<file path="src/rtl/mult_pio_if.sv">
// PIO-side bundle for the shift-add multiplier: operand exports in, readback exports out.
interface mult_pio_if #(
  parameter int unsigned TIMER_W = 24
);
  logic [31:0]        a_in;
  logic [31:0]        b_in;
  logic [31:0]        product_out;
  logic [TIMER_W-1:0] timer_out;
  logic [31:0]        a_value_out;
  logic [31:0]        b_value_out;

  // HPS side: drives the operand PIOs, reads the result PIOs.
  modport master (
    output a_in,
    output b_in,
    input  product_out,
    input  timer_out,
    input  a_value_out,
    input  b_value_out
  );

  // Fabric engine side.
  modport slave (
    input  a_in,
    input  b_in,
    output product_out,
    output timer_out,
    output a_value_out,
    output b_value_out
  );
endinterface

</file>
<file path="src/rtl/mult_pio_engine.sv">
// Iterative unsigned shift-add multiplier fed by HPS operand PIOs.
// Retires one multiplier bit per RUN cycle and stops early once the
// remaining multiplier bits are all zero; timer_out reports RUN cycles.
module mult_pio_engine #(
  parameter int unsigned WIDTH   = 16,
  parameter int unsigned TIMER_W = 24
) (
  input  logic       clk,
  input  logic       reset,
  mult_pio_if.slave  bus
);

  localparam int unsigned PW    = 2 * WIDTH;
  localparam int unsigned PAD_W = 30 - WIDTH;
  localparam logic [TIMER_W-1:0] TIMER_MAX = '1;

  typedef enum logic {IDLE, RUN} state_t;

  state_t             state_q, state_d;
  logic               start_q;
  logic [WIDTH-1:0]   mcand_q, mcand_d;
  logic [WIDTH-1:0]   mult_q, mult_d;
  logic [PW-1:0]      acc_q, acc_d;
  logic [PW-1:0]      sh_mcand_q, sh_mcand_d;
  logic [WIDTH-1:0]   sh_mult_q, sh_mult_d;
  logic [31:0]        product_q, product_d;
  logic [TIMER_W-1:0] timer_q, timer_d;
  logic               busy_q, busy_d;
  logic               done_q, done_d;

  logic               start_pulse_c;
  logic [PW-1:0]      addend_c;
  logic [PW-1:0]      acc_sum_c;
  logic               last_c;
  logic               unused_bits;

  // Operand bits outside the multiplicand/multiplier fields carry no meaning here.
  assign unused_bits = ^{bus.a_in[30:WIDTH], bus.b_in[31:WIDTH]};

  assign start_pulse_c = bus.a_in[31] & ~start_q;
  assign addend_c      = sh_mult_q[0] ? sh_mcand_q : '0;
  assign acc_sum_c     = acc_q + addend_c;
  assign last_c        = (sh_mult_q[WIDTH-1:1] == '0);

  // State and datapath registers; reset wins over any operation in flight.
  always_ff @(posedge clk) begin
    if (reset) begin
      state_q    <= IDLE;
      start_q    <= 1'b0;
      mcand_q    <= '0;
      mult_q     <= '0;
      acc_q      <= '0;
      sh_mcand_q <= '0;
      sh_mult_q  <= '0;
      product_q  <= '0;
      timer_q    <= '0;
      busy_q     <= 1'b0;
      done_q     <= 1'b0;
    end else begin
      state_q    <= state_d;
      start_q    <= bus.a_in[31];
      mcand_q    <= mcand_d;
      mult_q     <= mult_d;
      acc_q      <= acc_d;
      sh_mcand_q <= sh_mcand_d;
      sh_mult_q  <= sh_mult_d;
      product_q  <= product_d;
      timer_q    <= timer_d;
      busy_q     <= busy_d;
      done_q     <= done_d;
    end
  end

  // Next-state and next-datapath logic: accept on a start edge, then shift-add until empty.
  always_comb begin
    state_d    = state_q;
    mcand_d    = mcand_q;
    mult_d     = mult_q;
    acc_d      = acc_q;
    sh_mcand_d = sh_mcand_q;
    sh_mult_d  = sh_mult_q;
    product_d  = product_q;
    timer_d    = timer_q;
    busy_d     = busy_q;
    done_d     = done_q;

    case (state_q)
      IDLE: begin
        if (start_pulse_c) begin
          mcand_d    = bus.a_in[WIDTH-1:0];
          mult_d     = bus.b_in[WIDTH-1:0];
          acc_d      = '0;
          sh_mcand_d = PW'(bus.a_in[WIDTH-1:0]);
          sh_mult_d  = bus.b_in[WIDTH-1:0];
          timer_d    = '0;
          busy_d     = 1'b1;
          done_d     = 1'b0;
          state_d    = RUN;
        end
      end
      RUN: begin
        // Saturate rather than wrap so a short counter still reads "at least max".
        timer_d    = (timer_q == TIMER_MAX) ? timer_q : timer_q + TIMER_W'(1);
        acc_d      = acc_sum_c;
        sh_mcand_d = sh_mcand_q << 1;
        sh_mult_d  = sh_mult_q >> 1;
        if (last_c) begin
          product_d = 32'(acc_sum_c);
          busy_d    = 1'b0;
          done_d    = 1'b1;
          state_d   = IDLE;
        end
      end
      default: state_d = IDLE;
    endcase
  end

  assign bus.product_out = product_q;
  assign bus.timer_out   = timer_q;
  assign bus.a_value_out = {busy_q, done_q, {PAD_W{1'b0}}, mcand_q};
  assign bus.b_value_out = 32'(mult_q);

endmodule

</file>
<file path="src/flat_wrapper.sv">
// flat-port wrapper written by rule: the top's interface ports become plain ports
module mult_pio_engine_flat 
#(
  parameter int unsigned WIDTH   = 16,
  parameter int unsigned TIMER_W = 24
)
  (clk, reset, bus_a_in, bus_b_in, bus_product_out, bus_timer_out, bus_a_value_out, bus_b_value_out);
  mult_pio_if #(.TIMER_W(TIMER_W)) bus_i ();
  input  logic clk;
  input  logic reset;
  input wire logic [$bits(bus_i.a_in)-1:0] bus_a_in;
  input wire logic [$bits(bus_i.b_in)-1:0] bus_b_in;
  output wire logic [$bits(bus_i.product_out)-1:0] bus_product_out;
  output wire logic [$bits(bus_i.timer_out)-1:0] bus_timer_out;
  output wire logic [$bits(bus_i.a_value_out)-1:0] bus_a_value_out;
  output wire logic [$bits(bus_i.b_value_out)-1:0] bus_b_value_out;
  assign bus_i.a_in = bus_a_in;
  assign bus_i.b_in = bus_b_in;
  assign bus_product_out = bus_i.product_out;
  assign bus_timer_out = bus_i.timer_out;
  assign bus_a_value_out = bus_i.a_value_out;
  assign bus_b_value_out = bus_i.b_value_out;
  mult_pio_engine #(.WIDTH(WIDTH), .TIMER_W(TIMER_W)) u_core (.clk(clk), .reset(reset), .bus(bus_i));
endmodule
</file>
<file path="config.mk">
export PLATFORM = sky130hd
export DESIGN_NAME = mult_pio_engine_flat
export DESIGN_NICKNAME = d
export VERILOG_FILES = /design/src/rtl/mult_pio_if.sv /design/src/rtl/mult_pio_engine.sv /design/src/flat_wrapper.sv
export SDC_FILE = /design/constraint.sdc
export NUM_CORES = 1
export LEC_CHECK = 0
export CORE_MARGIN = 1.5
export CORE_UTILIZATION = 42
export DETAILED_ROUTE_END_ITERATION = 6
export PLACE_DENSITY = 0.68
export SETUP_SLACK_MARGIN = 0.02
export SLEW_MARGIN = 20
export SYNTH_ARGS = -nofsm -noshare
export SYNTH_HDL_FRONTEND = slang
export SYNTH_SLANG_ARGS = --single-unit
</file>
<file path="constraint.sdc">
create_clock -name clk -period 4.8 [get_ports clk]
set_clock_uncertainty 0.05 [all_clocks]
set_input_delay 0.96 -clock clk [delete_from_list [all_inputs] [get_ports clk]]
set_output_delay 0.96 -clock clk [all_outputs]
set_load 0.05 [all_outputs]
</file>
==> Word-level counts from Yosys, hierarchy flattened <==
Index checks and enable logic that the tools add are counted.
{ "totals": {"elab_cells": 44, "register_bits": 172, "output_inout_bits": 120, "input_bits": 66} }
{ "op_classes": {"reduce_logical": 5, "mux": 19, "bitwise_logic": 3, "addsub": 2, "eq_ne": 4} }
{ "ops": {"columns": ["cell", "n"], "rows": [
  ["$pmux W32 S2", 2],
  ["$mux W32", 3],
  ["$mux W24", 2],
  ["$pmux W24 S2", 1],
  ["$add A32 B32 Y32", 1],
  ["$pmux W16 S2", 1],
  ["$add A24 B1 Y24 const B", 1],
  ["$eq A24 B24 Y1 const B", 1],
  ["$mux W16", 1],
  ["$logic_not A15 Y1", 1],
  ["$reduce_and A2 Y1", 4],
  ["$mux W1", 6],
  ["$pmux W1 S2", 3],
  ["$ne A2 B2 Y1 const B", 2],
  ["$ne A2 B1 Y1 const B", 1],
  ["$not A1 Y1", 2],
  ["$and A1 B1 Y1", 1]
]} }

==> Logic depth before layout (Yosys ltp) <==
Gate-level depths: netlist of run 1.
{ "depth": {"depth_word": 4, "depth_mapped": 11, "ltp_nobuf": 10} }

==> Least setup slack after synthesis of run 1 <==
OpenSTA, ideal clock, no wires.
{ "synth_timing": {"path_kind": "flip-flop to flip-flop", "start": "reg u_core.sh_mult_q[0]", "end": "reg u_core.acc_q[18]", "slack_ns": 2.024, "arrival_time_ns": 2.600, "stages_incl_launch_ff": 12, "setup_ns": 0.126, "path_cell_list": "dfxtp_1 > clkbuf_1 > and2_1 > ha_1 > fa_1 > a21o_1 > a311o_1 > a41oi_1 > o31ai_1 > a21oi_1 > xor2_1 > o21ai_0"} }
{ "synth_between": {"elab_chain_len": 3} }
{ "synth_lines": {"columns": ["item", "line", "source"], "rows": [
  ["start: declaration", "mult_pio_engine.sv:25", "logic [WIDTH-1:0] sh_mult_q, sh_mult_d;"],
  ["start signal: assignment", "mult_pio_engine.sv:66", "sh_mult_q <= sh_mult_d;"],
  ["$mux W32", "mult_pio_engine.sv:41", "assign addend_c = sh_mult_q[0] ? sh_mcand_q : '0;"],
  ["$add A32 B32 Y32", "mult_pio_engine.sv:42", "assign acc_sum_c = acc_q + addend_c;"],
  ["$pmux W32 S2", "mult_pio_engine.sv:87", "case (state_q)"],
  ["end signal: assignment", "mult_pio_engine.sv:52", "acc_q <= '0;"],
  ["end signal: assignment", "mult_pio_engine.sv:64", "acc_q <= acc_d;"],
  ["end: declaration", "mult_pio_engine.sv:23", "logic [PW-1:0] acc_q, acc_d;"]
]} }
No other way between the ends.
A chain may end at the register's enable or synchronous reset.

==> Worst setup path in the final report of run 1 <==
{ "layout_timing": {"start": "reg u_core.sh_mult_q[0]", "end": "reg u_core.product_q[28] (netlist: u_core.bus.product_out[28])"} }
{ "layout_between": {"elab_chain_len": 2} }
{ "layout_lines": {"columns": ["item", "line", "source"], "rows": [
  ["$mux W32", "mult_pio_engine.sv:41", null],
  ["$add A32 B32 Y32", "mult_pio_engine.sv:42", null],
  ["end signal: assignment", "mult_pio_engine.sv:67", "product_q <= product_d;"],
  ["end: declaration", "mult_pio_engine.sv:26", "logic [31:0] product_q, product_d;"]
]} }
No other way between the ends.

==> results by group, run 1 <==
Status
  • Status: completed

Clocking
  • CTS Hold Bufs: 0
  • CTS Root Cell: clkbuf_16
  • Clk Latency, worst-skew pair: 0.43 ns
  • Clock Path Buffers: 2
  • Total CTS buffers: 17
  • Clk pin slew, worst setup/hold paths: 0.07 ns
  • # H-tree levels: 4
  • Clock sink total: 172
  • PostCTS Resize Cnt: 0
  • Setup bufs post-CTS: 0
  • Clock tree from TritonCTS: yes

Floorplanning
  • Die Width: 149.1 um
  • Core Box Area: 20960 sq um
  • Row count: 53
  • Starting Density: 42.78%
  • Die Y: 149.1 um
  • Die ar.: 22230 sq um
  • IO Count: 186

Power
  • PD cells: 316.0 nW/um^2
  • Overall power: 3.437 mW
  • P_leak: 4.197 nW
  • VDD IR-drop max: 0.0002119 V

Critical path
  • Highest net fanout along the worst path: 21
  • FF-to-FF path depth: 9
  • Crit-path leading delay family: compound AO/OA/AOI/OAI gates
  • Worst path depth: 9
  • CP max-delay cell: dfxtp_1
  • CP Data Arrival Time: 3.77 ns
  • Setup CP Type: reg -> reg
  • Cell Chain, Critical Path: and2_1 -> ha_1 -> a21oi_1 -> o21ai_0 -> a21oi_1 -> a211oi_1 -> o2111ai_1 -> a21o_1 -> a32o_1
  • Critical Path Max Stage Delay: 0.80 ns
  • Worst endpoint required time: 5.08 ns
  • CP dominant cell by count: a21oi_1
  • Crit. End Element: flip-flop
  • Crit path buffers/inverters: 0
  • Setup crit start kind: flip-flop

Logic synthesis
  • Post-synth EDFFs: 0
  • Fraction of registers with async set/reset: 0%
  • Mapped cell area: 8965 sq um
  • Post-synthesis cell type count: 66
  • Top_reg_cell synth: dfxtp_1
  • Post-synthesis sequential area ratio: 38.41%
  • Ys Warns: 0
  • Mapped Cells: 1180
  • Yosys reg bits: 172
  • Post-Syn Area per Cell: 7.597 sq um

Worst hold path
  • Type of the most critical hold path: reg -> reg
  • Worst Hold Depth: 2

Routing
  • Initial DRC count: 568
  • Vias per cell: 5.478
  • Drt total wl: 24270 um
  • TritonRoute pass-1 iters: 7
  • Via count: 8464
  • Antenna viol nets, final: 0
  • WL per Instance: 15.71 um
  • DRC Markers: 0

Timing
  • Final hold vios: 0
  • Fin crit share: 72.60%
  • RSZ-0062 raised after global routing: no
  • FMAX: 287.0 MHz
  • Max-slew headroom: 37.01%
  • Final Setup Violations: 0
  • Setup ws final: 1.315 ns
  • Fin. max-slew vios: 0
  • TNS Setup: 0 ns
  • Fin Hold WS: 0.4057 ns
  • Final min period: 3.485 ns
  • Measured slew at the worst slew-check pin: 0.9416 ns

Cells and area
  • Layout Nets: 1356
  • Core Util, Final: 51.91%
  • Most common cell after layout, fill and taps aside: nand2_1
  • Design area: 10880 sq um
  • Commonest non-fill, non-tap cells in the layout: nand2_1, a21oi_1, dfxtp_1, clkdlybuf4s50_1, nor2_1
  • Finished Layout Cells: 1545
  • P&R area growth vs syn: 21.34%
  • Number of diodes: 0
  • Share of cells above drive strength 1: 4.882%
  • Filler cell count: 2090

Global routing
  • Initial antenna violation count: 0
  • Largest net degree at the start of global routing: 102
  • Overflow after GRT: 0
  • Vias in the first global route: 7724
  • Total Routing Usage GR: 22.37%
  • First-pass GRT wire length: 39900 um

Placed design
  • Routability congestion estimate: 0.9138
  • Placed Instance Area: 10220 sq um
  • PortBufs: 124
  • Placed cell count: 1512
  • HPWL Detailed: 16730 um
  • Pre-CTS WS: 1.394 ns

Job
  • Max_cap viols: 0
==> cell usage after synthesis, types with 2 or more instances <==
master | count | area share, %
a21oi_1 | 183 | 10
xor2_1 | 21 | 2.1
dfxtp_1 | 172 | 38
buf_6 | 2 | 0.25
and3_1 | 33 | 2.3
or4_1 | 8 | 0.67
mux2i_1 | 4 | 0.45
buf_2 | 4 | 0.22
ha_1 | 32 | 4.5
a32o_1 | 2 | 0.22
nand2_1 | 211 | 8.8
a311oi_1 | 3 | 0.29
o21bai_1 | 4 | 0.33
nor4_1 | 7 | 0.49
o31ai_1 | 3 | 0.25
or3_1 | 4 | 0.28
o21ai_0 | 42 | 2.3
buf_1 | 3 | 0.13
nand3_1 | 38 | 2.1
a21o_1 | 9 | 0.75
a31o_2 | 2 | 0.20
o211ai_1 | 4 | 0.33
a221o_1 | 2 | 0.22
clkbuf_1 | 69 | 2.9
and4_1 | 5 | 0.49
o22ai_1 | 4 | 0.28
buf_4 | 32 | 2.7
o21a_1 | 7 | 0.59
nand4_1 | 14 | 0.98
nand2b_1 | 5 | 0.35
a22o_1 | 6 | 0.59
nor2_1 | 104 | 4.4
a31oi_1 | 15 | 1.0
nand4b_1 | 2 | 0.20
or2_2 | 2 | 0.14
and2_1 | 34 | 2.4
xnor2_1 | 12 | 1.2
nand3b_1 | 2 | 0.17
o21ai_1 | 5 | 0.28
nor2b_1 | 6 | 0.42
inv_1 | 10 | 0.42
nor3_1 | 13 | 0.73
a211oi_1 | 17 | 1.4
==> where the power goes <==
part	switching, mW	internal, mW
registers	0.0355	1.47
clock network	0.623	0.848
logic	0.328	0.132
total	0.987	2.45
==> final timing paths <==
kind | from | endpoint | slack [ns]
worst max-delay path | u_core.sh_mult_q[0] | u_core.bus.product_out[28] | 1.32
worst min-delay path | u_core.bus.product_out[9] | u_core.bus.product_out[9] | 0.41
worst max register to register | u_core.sh_mult_q[0] | u_core.bus.product_out[28] | 1.32
worst min register to register | u_core.bus.product_out[9] | u_core.bus.product_out[9] | 0.41
==> per-layer routing <==
layer | global-route usage (%) | vias up | wire length (um)
met5 | 0 | - | 0
met4 | 7.376 | 0 | 516
met3 | 4.190 | 36 | 1599
met2 | 35.07 | 283 | 10870
met1 | 30.89 | 3927 | 11290
li1 | - | 4218 | -
==> logic make-up (layout without fill, tap and decap cells) <==
kind of cell    Yosys count  count (layout)  share of synthesized area [%]
flops                   172             172                          38.41
buf+inv                 120             181                          6.588
fa+ha+maj                33              33                          4.689
xor+xnor                 33              33                          3.224
simple gates            492             492                          25.35
compound gates          325             325                          21.26
other cells               1              30                        0.04183
mux                       4               4                         0.4466
==> worst min-delay path, delay by kind of cell, from the launching register on <==
kind / cells / cell delay, ns
DFF: 1 / 0.31
and+or+nand+nor: 1 / 0.05
AOI/OAI and AO/OA: 1 / 0.05
==> area by class of cell <==
cell class	count	area, sq um	area share [%]
Multi-Input combinational cell	917	5052	46.45
Sequential cell	172	3445	31.67
Timing Repair Buffer	139	1371	12.61
Clock buffer	19	442.9	4.072
Tap cell	275	344.1	3.163
Clock inverter	13	185.2	1.702
Inverter	10	37.54	0.3451
==> state kept, by name, indices dropped and copies added (netlist names), 16 cells and up <==
name,count
u_core.acc_q,32
u_core.bus.timer_out,24
u_core.mcand_q,16
u_core.mult_q,16
u_core.bus.product_out,32
u_core.sh_mult_q,16
u_core.sh_mcand_q,32
Note: power is estimated with default switching activity, not from simulation.
==> run 2, diff against run 1 <==
- PLACE_DENSITY: 0.68 -> 0.7
- clock period: 4.8 -> 3.01 ns (I/O delays scaled with it)
==> results by group, run 2 (synthesized netlist as in run 1, its figures left out) <==
Global routing
  • Vias in the first global route: 7873 (was 7724)
  • Largest net degree at the start of global routing: 68 (was 102)
  • First-pass GRT wire length: 39790 um (was 39900 um)
  • Overflow after GRT: 0 (unchanged)
  • Initial antenna violation count: 0 (unchanged)
  • Total Routing Usage GR: 22.24% (was 22.37%)

Cells and area
  • Most common cell after layout, fill and taps aside: nand2_1 (unchanged)
  • Number of diodes: 0 (unchanged)
  • Layout Nets: 1390 (was 1356)
  • Commonest non-fill, non-tap cells in the layout: nand2_1, a21oi_1, dfxtp_1, clkdlybuf4s50_1, nor2_1 (unchanged)
  • Share of cells above drive strength 1: 8.282% (was 4.882%)
  • Core Util, Final: 53.15% (was 51.91%)
  • P&R area growth vs syn: 24.24% (was 21.34%)

Critical path
  • Reg2reg end: u_core.acc_q[11] (was u_core.bus.product_out[28])
  • Setup CP Type: reg -> reg (unchanged)
  • CP Data Arrival Time: 3.12 ns (was 3.77 ns)
  • Setup crit start kind: flip-flop (unchanged)
  • Worst R2R Setup Slack: 0.14 ns (was 1.32 ns)
  • R2r startpoint: u_core.sh_mult_q[0] (unchanged)
  • FF-to-FF path depth: 10 (was 9)
  • Worst endpoint required time: 3.27 ns (was 5.08 ns)
  • Crit. End Element: flip-flop (unchanged)
  • Highest net fanout along the worst path: 25 (was 21)

Floorplanning
  • Core Box Area: 20960 sq um (unchanged)
  • IO Count: 186 (unchanged)
  • Row count: 53 (unchanged)
  • Die Y: 149.1 um (unchanged)
  • Die ar.: 22230 sq um (unchanged)
  • Starting Density: 42.78% (unchanged)
  • Die Width: 149.1 um (unchanged)

Timing
  • Max-slew headroom: 36.02% (was 37.01%)
  • Fin. max-slew vios: 0 (unchanged)
  • Fin Hold WS: 0.4029 ns (was 0.4057 ns)
  • TNS Setup: 0 ns (unchanged)
  • Final Setup Violations: 0 (unchanged)
  • RSZ-0062 raised after global routing: yes (was no)
  • Fin crit share: 95.22% (was 72.60%)
  • FMAX: 348.9 MHz (was 287.0 MHz)
  • Final min period: 2.866 ns (was 3.485 ns)
  • Measured slew at the worst slew-check pin: 0.9545 ns (was 0.9416 ns)
  • Final hold vios: 0 (unchanged)

Routing
  • TritonRoute pass-1 iters: 5 (was 7)
  • Via count: 8534 (was 8464)
  • DRC Markers: 0 (unchanged)
  • Initial DRC count: 638 (was 568)
  • Antenna viol nets, final: 0 (unchanged)
  • WL per Instance: 15.40 um (was 15.71 um)
  • Vias per cell: 5.405 (was 5.478)
  • Drt total wl: 24320 um (was 24270 um)

Power
  • P_leak: 4.341 nW (was 4.197 nW)
  • VDD IR-drop max: 0.0004894 V (was 0.0002119 V)
  • PD cells: 479.1 nW/um^2 (was 316.0 nW/um^2)

Status
  • Status: completed (unchanged)

Placed design
  • HPWL Detailed: 17320 um (was 16730 um)
  • PortBufs: 124 (unchanged)
  • Routability congestion estimate: 0.9041 (was 0.9138)

Job
  • Max_cap viols: 0 (unchanged)

Worst hold path
  • Type of the most critical hold path: reg -> reg (unchanged)
  • Hold path startpoint: u_core.bus.product_out[9] (unchanged)
  • Worst Hold Depth: 2 (unchanged)
  • Worst hold path endpoint: u_core.bus.product_out[9] (unchanged)

Clocking
  • CTS Hold Bufs: 0 (unchanged)
  • Clock sink total: 172 (unchanged)
  • CTS Root Cell: clkbuf_16 (unchanged)
  • # H-tree levels: 4 (unchanged)
  • Clock Path Buffers: 2 (unchanged)
  • Total CTS buffers: 17 (unchanged)
  • Clk Latency, worst-skew pair: 0.44 ns (was 0.43 ns)
  • Clk pin slew, worst setup/hold paths: 0.07 ns (about the same)
  • Clock tree from TritonCTS: yes (unchanged)
-- run 2: what timing repair did --
| item | CTS | global route |
|---|---|---|
| setup endpoints to repair | 0 | 17 |
| gates resized for setup | 0 | 11 |
| setup buffers | 0 | 1 |
-- run 2: worst max path at each step --
stage / start / endpoint / slack [ns]
floorplan: u_core.sh_mult_q[0] / u_core.acc_q[18] / 0.23
global placement: u_core.sh_mult_q[0] / u_core.acc_q[18] / 0.11
detailed placement: u_core.sh_mult_q[0] / u_core.acc_q[18] / 0.08
CTS: u_core.sh_mult_q[0] / u_core.acc_q[18] / 0.07
global route: u_core.sh_mult_q[0] / u_core.acc_q[28] / 0.01
finish: u_core.sh_mult_q[0] / u_core.acc_q[11] / 0.14
-- run 2: routing by layer --
layer	GRT usage [%]	vias up	share of wire (%)
met5	0	-	0
li1	-	4277	-
met1	31.27	3951	48
met3	4.771	26	6.1
met2	34.35	280	44
met4	6.040	0	1.5
-- run 2: critical path, stage by stage (launching register included) --
cell	delay [ns]
dfxtp_1	0.35
buf_12	0.16
and2_1	0.16
ha_1	0.36
a21o_1	0.24
a31o_2	0.23
o211a_1	0.25
o41ai_2	0.30
buf_4	0.19
xor2_1	0.31
o21ai_0	0.14
-- run 2: layout make-up --
class | instances | area (sq um)
Fill cell | 1985 | 9817
Multi-Input combinational cell | 917 | 5114
Sequential cell | 172 | 3445
Timing Repair Buffer | 173 | 1619
Clock buffer | 21 | 470.5
Tap cell | 275 | 344.1
Clock inverter | 11 | 108.9
Inverter | 10 | 37.54
-- run 2: metrics by stage --
| step | area (sq um) | power [mW] | worst slack, ns | cells |
|---|---|---|---|---|
| final | 11140 | 5.337 | 0.1439 | 1579 |
| after global routing | 11140 | 5.514 | 0.01182 | 1579 |
| after CTS | 11070 | 5.366 | 0.06881 | 1578 |
| after detailed placement | 10490 | 3.199 | 0.08176 | 1546 |
| after global placement | 10490 | 3.189 | 0.1065 | 1546 |
| after floorplan | 9074 | 2.989 | 0.2340 | 1209 |
-- run 2: power breakdown --
| group | total (mW) | leakage [nW] | switching, mW | internal, mW |
|---|---|---|---|---|
| Combinational | 0.759 | 2.67 | 0.538 | 0.221 |
| Clock | 2.19 | 0.272 | 0.974 | 1.21 |
| Sequential | 2.39 | 1.40 | 0.0450 | 2.35 |
| Total | 5.34 | 4.34 | 1.56 | 3.78 |
